$ cat src/rtl/icache_2way.sv
// 2-way set-associative read-only instruction cache, 128-bit lines, flop storage with async read.
// Latency: hit acks combinationally in the request cycle; miss acks N+1 cycles later (N = memory stb cycles).
// Backpressure: cpu_ack is withheld for the whole fill; write requests and cycles carrying inv get no ack.
module icache_2way #(
    parameter int IDX_W = 3
) (
    input  logic         clk,
    input  logic         rst_n,
    input  logic [11:0]  cpu_adr,
    input  logic         cpu_cyc,
    input  logic         cpu_stb,
    input  logic         cpu_we,
    input  logic [15:0]  cpu_sel,
    output logic [127:0] cpu_dat_s,
    output logic         cpu_ack,
    output logic [11:0]  mem_adr,
    output logic         mem_cyc,
    output logic         mem_stb,
    output logic         mem_we,
    output logic [15:0]  mem_sel,
    input  logic [127:0] mem_dat_s,
    input  logic         mem_ack,
    input  logic         inv,
    output logic [15:0]  hit_cnt,
    output logic [15:0]  miss_cnt
);

    localparam int SETS  = 1 << IDX_W;
    localparam int TAG_W = 12 - IDX_W;

    typedef enum logic {
        S_IDLE,
        S_FILL
    } state_t;

    state_t             state;
    logic [SETS-1:0]    valid0;
    logic [SETS-1:0]    valid1;
    logic [SETS-1:0]    lru;
    logic [TAG_W-1:0]   tag0  [SETS];
    logic [TAG_W-1:0]   tag1  [SETS];
    logic [127:0]       data0 [SETS];
    logic [127:0]       data1 [SETS];
    logic [11:0]        fill_adr;
    logic [15:0]        hit_q;
    logic [15:0]        miss_q;

    logic [IDX_W-1:0]   idx;
    logic [TAG_W-1:0]   tag;
    logic [IDX_W-1:0]   fill_idx;
    logic [TAG_W-1:0]   fill_tag;
    logic               lookup;
    logic               hit0;
    logic               hit1;
    logic               hit;
    logic               miss;
    logic               fill_done;
    logic               victim_way;

    // Byte selects carry no meaning for whole-line instruction fetches.
    logic unused_sel;
    assign unused_sel = ^cpu_sel;

    assign idx      = cpu_adr[IDX_W-1:0];
    assign tag      = cpu_adr[11:IDX_W];
    assign fill_idx = fill_adr[IDX_W-1:0];
    assign fill_tag = fill_adr[11:IDX_W];

    // Tag lookup; a cycle carrying inv does no lookup at all, so it neither acks nor starts a fill.
    always_comb begin
        lookup     = (state == S_IDLE) && cpu_cyc && cpu_stb && !cpu_we && !inv;
        hit0       = valid0[idx] && (tag0[idx] == tag);
        hit1       = valid1[idx] && (tag1[idx] == tag);
        hit        = lookup && (hit0 || hit1);
        miss       = lookup && !(hit0 || hit1);
        fill_done  = (state == S_FILL) && mem_ack;
        // Invalid ways are filled first (way0 before way1), otherwise the LRU bit picks.
        if (!valid0[fill_idx]) begin
            victim_way = 1'b0;
        end else if (!valid1[fill_idx]) begin
            victim_way = 1'b1;
        end else begin
            victim_way = lru[fill_idx];
        end
    end

    assign cpu_ack   = hit;
    assign cpu_dat_s = hit1 ? data1[idx] : data0[idx];
    assign mem_cyc   = (state == S_FILL);
    assign mem_stb   = (state == S_FILL);
    assign mem_adr   = fill_adr;
    assign mem_we    = 1'b0;
    assign mem_sel   = 16'hFFFF;
    assign hit_cnt   = hit_q;
    assign miss_cnt  = miss_q;

    // Fill sequencer: latch the missing line address and hold it until memory acks.
    always_ff @(posedge clk or negedge rst_n) begin
        if (!rst_n) begin
            state    <= S_IDLE;
            fill_adr <= '0;
        end else begin
            case (state)
                S_IDLE: begin
                    if (miss) begin
                        fill_adr <= cpu_adr;
                        state    <= S_FILL;
                    end
                end
                S_FILL: begin
                    if (mem_ack) begin
                        state <= S_IDLE;
                    end
                end
                default: state <= S_IDLE;
            endcase
        end
    end

    // Valid and LRU bookkeeping; inv wins over a coincident fill so that line stays invalid.
    always_ff @(posedge clk or negedge rst_n) begin
        if (!rst_n) begin
            valid0 <= '0;
            valid1 <= '0;
            lru    <= '0;
        end else begin
            if (inv) begin
                valid0 <= '0;
                valid1 <= '0;
            end else if (fill_done) begin
                if (victim_way) begin
                    valid1[fill_idx] <= 1'b1;
                end else begin
                    valid0[fill_idx] <= 1'b1;
                end
            end
            if (hit) begin
                lru[idx] <= !hit1;
            end else if (fill_done) begin
                lru[fill_idx] <= !victim_way;
            end
        end
    end

    // Line payload and tag capture; gated by the FSM, so an aborted fill writes nothing.
    always_ff @(posedge clk) begin
        if (fill_done) begin
            if (victim_way) begin
                data1[fill_idx] <= mem_dat_s;
                tag1[fill_idx]  <= fill_tag;
            end else begin
                data0[fill_idx] <= mem_dat_s;
                tag0[fill_idx]  <= fill_tag;
            end
        end
    end

    // Saturating hit/miss performance counters.
    always_ff @(posedge clk or negedge rst_n) begin
        if (!rst_n) begin
            hit_q  <= '0;
            miss_q <= '0;
        end else begin
            if (hit && (hit_q != 16'hFFFF)) begin
                hit_q <= hit_q + 16'd1;
            end
            if (miss && (miss_q != 16'hFFFF)) begin
                miss_q <= miss_q + 16'd1;
            end
        end
    end

endmodule
$ cat config.mk
export PLATFORM = sky130hd
export DESIGN_NAME = icache_2way
export DESIGN_NICKNAME = d
export VERILOG_FILES = /design/src/rtl/icache_2way.sv
export SDC_FILE = /design/constraint.sdc
export NUM_CORES = 2
export LEC_CHECK = 0
export ABC_AREA = 1
export CORE_MARGIN = 3
export CORE_UTILIZATION = 40
export CTS_BUF_LIST = sky130_fd_sc_hd__clkbuf_8
export CTS_CLUSTER_SIZE = 14
export DETAILED_ROUTE_END_ITERATION = 8
export GPL_TIMING_DRIVEN = 0
export PLACE_DENSITY = 0.61
export SLEW_MARGIN = 15
export SYNTH_ARGS = -nofsm -noshare
export SYNTH_HDL_FRONTEND = slang
export SYNTH_SLANG_ARGS = --single-unit
$ cat constraint.sdc
create_clock -name clk -period 4.9 [get_ports clk]
set_input_delay 0.735 -clock clk [delete_from_list [all_inputs] [get_ports clk]]
set_output_delay 0.735 -clock clk [all_outputs]
set_load 0.005 [all_outputs]
==> qor.txt <==
dpl cells: 8856
CTS tree: done
met1 Use GR: 34.54%
Final Instance Area: 0.1004 sq mm
CP arrival: 4180 ps
met3 usage: 6.577%
worst hold slack: 174.0 ps
Max stage delay cell, worst path: buf_2
Async SR Flop Fraction: 3.052%
First-pass DRT Iterations: 6
PwrDens: 397.5 mW/mm^2
max incr delay on CP: 500 ps
number of synthesized register bits: 2261
fin crit period: 4913 ps
startpoint type of the worst setup path: input port
Netlist cell types: 40
status: finished with violations
Mapped Area: 0.08525 sq mm
DR vias: 54090
First DRT Iteration DRCs: 7713
global-route wire length before repair: 388000 um
GP Congestion: 0.8539
vias in the first global route: 50830
Ys Warns: 0
nets@finish: 6594
slew margin rel.: 27.27%
Peak VDD IR: 334.2 uV
Data required, critical path: 4160 ps
Hold WC Path Type: input port to flip-flop
CORE AREA: 0.2108 sq mm
crit share post-route: 100.3%
initial antenna violation count: 64
Std-Cell Rows: 168
Max Freq: 203.5 MHz
io pins: 355
I/O Buffers: 318
htree depth: 5
clk root buf: clkbuf_8
Total Routing Usage GR: 25.32%
Worst Skew: 72.08 ps
Die ar.: 0.2187 sq mm
Post-synth EDFFs: 2192
Buf/Inv on CP: 7
post-DP HPWL: 174700 um
clk buf depth: 4
storage element area: 0.06755 sq mm
main flop type after synthesis: edfxtp_1
total wire length: 283300 um
crit path cell chain: clkdlybuf4s18_2, inv_2, nand2_1, nor2_4, clkbuf_4, buf_2, buf_2, nand2_1, nand4_1, mux2i_4, inv_1, clkdlybuf4s50_1
Final ANT Viol Nets: 0
footprint of the multi-input gates: 0.01534 sq mm
most frequent cells after synthesis: edfxtp_1 (2192), nand2_1 (1170), inv_1 (409)
WS Path Type: input port to output pin
Setup crit end kind: output pin
Die Height: 467.7 um
top-area cell type share of the netlist area: 77.21%
total grt overflow: 0
power consumption: 39.91 mW
Reg clk slew, reported paths: 60 ps
Post-DP Area: 0.09299 sq mm
Post-Syn Instances: 5687
starting density of the core: 40.43%
count leader, synth: edfxtp_1
RSZ-0062 raised after global routing: yes
Worst Path Max Fanout: 10
pin count of the biggest net entering global routing: 74
fin worst setup slack: -13.49 ps
routed length per instance: 29.80 um
Crit path max-delay family: buffers and inverters
leak pwr: 35.03 nW
Num CTS Buffers: 369
DRC: 0
Slew Viols, Final: 0
max-cap viol count: 0
Final Non-Filler Cells: 9509
syn_area_per_cell: 14.99 sq um
Skew-Pair Late Insertion Delay: 1080 ps
failing checks: negative setup slack
Final Hold Viols: 0
Slew @ Worst Pin: 1081 ps
ranking of synthesized cells by area: edfxtp_1 (77%), nand2_1 (5.2%), a221oi_1 (2.6%), a22oi_1 (2.5%), dfrtp_1 (2.0%)
largest area contributor in the netlist: edfxtp_1
TNS Setup: -13.49 ps
vias per cell: 5.689
Setup Viol. Count Final: 1
M2 GR Usage: 38.74%
Area growth syn-to-layout: 17.78%
die width: 467.7 um
fill count: 18190
share of post-route cells with drive strength above 1: 12.44%
register area share after synthesis: 79.24%
total clock sinks: 2261
GRT Max-Usage Layer: met2
==> area by class of cell <==
type	count	share of cell area [%]
diodes	26	0.06480
plain buffers	303	1.907
clock buffers	376	5.154
clock inverters	244	1.069
inverters	414	1.680
multi-input cells	2723	15.28
flip-flops and latches	2261	67.28
well taps	2805	3.495
repair buffers	357	4.072
==> registers in the layout (all words and copies together), names as in the netlist <==
register	count
data1	1024
valid0	8
data0	1024
hit_cnt	16
tag0	72
valid1	8
tag1	72
lru	8
mem_cyc	1
miss_cnt	16
mem_adr	12
==> worst paths after layout <==
path / cells past startpoint / from / slack, ps / to
min in group asynchronous: 2 / rst_n / 230 / mem_adr[3]
setup / recovery: 12 / cpu_adr[2] / -10 / cpu_dat_s[21]
hold reg to reg: 2 / miss_cnt[3] / 540 / miss_cnt[3]
max in group asynchronous: 3 / rst_n / 4060 / hit_cnt[12]
setup reg to reg: 12 / mem_adr[1] / 1030 / data0[5][86]
hold / removal: 2 / inv / 170 / valid1[3]
==> per-layer routing <==
layer / share of wire [%] / wire length, um
met3: 12 / 33100
met4: 4.3 / 12230
met5: 0.077 / 219
met2: 45 / 127300
met1: 39 / 110500
==> through the flow <==
stage / util [%] / worst slack [ps]
after floorplan: - / 164.2
after global placement: 43.64 / -4000
after detailed placement: 44.11 / -2029
after CTS: 47.50 / -23.18
after global routing: 47.61 / -12.76
final: 47.62 / -13.49
==> power breakdown <==
group          internal [mW]  switching, mW  leakage (nW)
logic                   1.05           2.10          10.8
registers               21.9          0.321          20.6
clock network           7.22           7.28          3.65
==> repair_timing <==
action                                  in CTS  in global routing
endpoints found under the hold margin       35                  0
endpoints found under the setup margin     129                116
hold buffers                                 1                  0
gates resized for setup                    373                 76
pin swaps                                    3                  0
gates cloned                                 0                  0
setup buffers                                7                  0
==> worst register-to-register path: stages, from the launching register on <==
cell      delay [ps]
dfrtp_1          500
inv_1            150
nand3_1          160
inv_1            150
a221oi_1         330
nand3_1          110
nand2_1          260
inv_1            230
nor2_1           160
nand2_1          190
inv_8            370
buf_16           380
buf_16           410
==> cells in the final DEF, fill, tap and decap left out, types with 8 or more instances in the layout <==
cell type | synthesis | layout
diode_2 | 0 | 26
o21a_1 | 10 | 10
mux2i_2 | 0 | 13
nand3_1 | 147 | 147
nor3_1 | 11 | 11
xnor2_1 | 10 | 10
buf_16 | 0 | 29
a21oi_2 | 0 | 8
clkbuf_2 | 0 | 106
dfrtp_1 | 69 | 69
nor2_1 | 89 | 83
and3_1 | 10 | 10
buf_6 | 3 | 8
buf_2 | 55 | 39
clkinv_1 | 1 | 79
a221oi_1 | 253 | 252
clkbuf_1 | 191 | 38
mux2i_1 | 53 | 25
inv_1 | 409 | 505
o2bb2ai_1 | 9 | 9
clkinv_2 | 0 | 37
clkinvlp_4 | 0 | 8
nand2_1 | 1170 | 1168
mux2i_4 | 0 | 15
a22oi_1 | 280 | 280
clkbuf_4 | 0 | 34
nand4_1 | 211 | 211
a21oi_1 | 111 | 102
o21ai_2 | 0 | 19
clkdlybuf4s50_1 | 0 | 316
o21ai_1 | 20 | 22
a22o_1 | 98 | 98
xor2_1 | 19 | 19
inv_8 | 0 | 16
conb_1 | 2 | 17
edfxtp_1 | 2192 | 2192
clkbuf_8 | 0 | 384
o21ai_0 | 161 | 136
buf_4 | 28 | 65
a21boi_0 | 17 | 17
==> cell families (layout without fill, tap and decap cells) <==
family,count (synthesis),after routing,synth area share (%)
fa+ha+maj,2,2,0.02935
compound gates,967,967,8.181
other cells,2,43,0.008809
flops,2261,2261,79.24
buf+inv,718,1694,3.395
mux,53,53,0.6223
simple gates,1655,1655,8.228
xor+xnor,29,29,0.2979
Note: power is estimated with default switching activity, not from simulation.
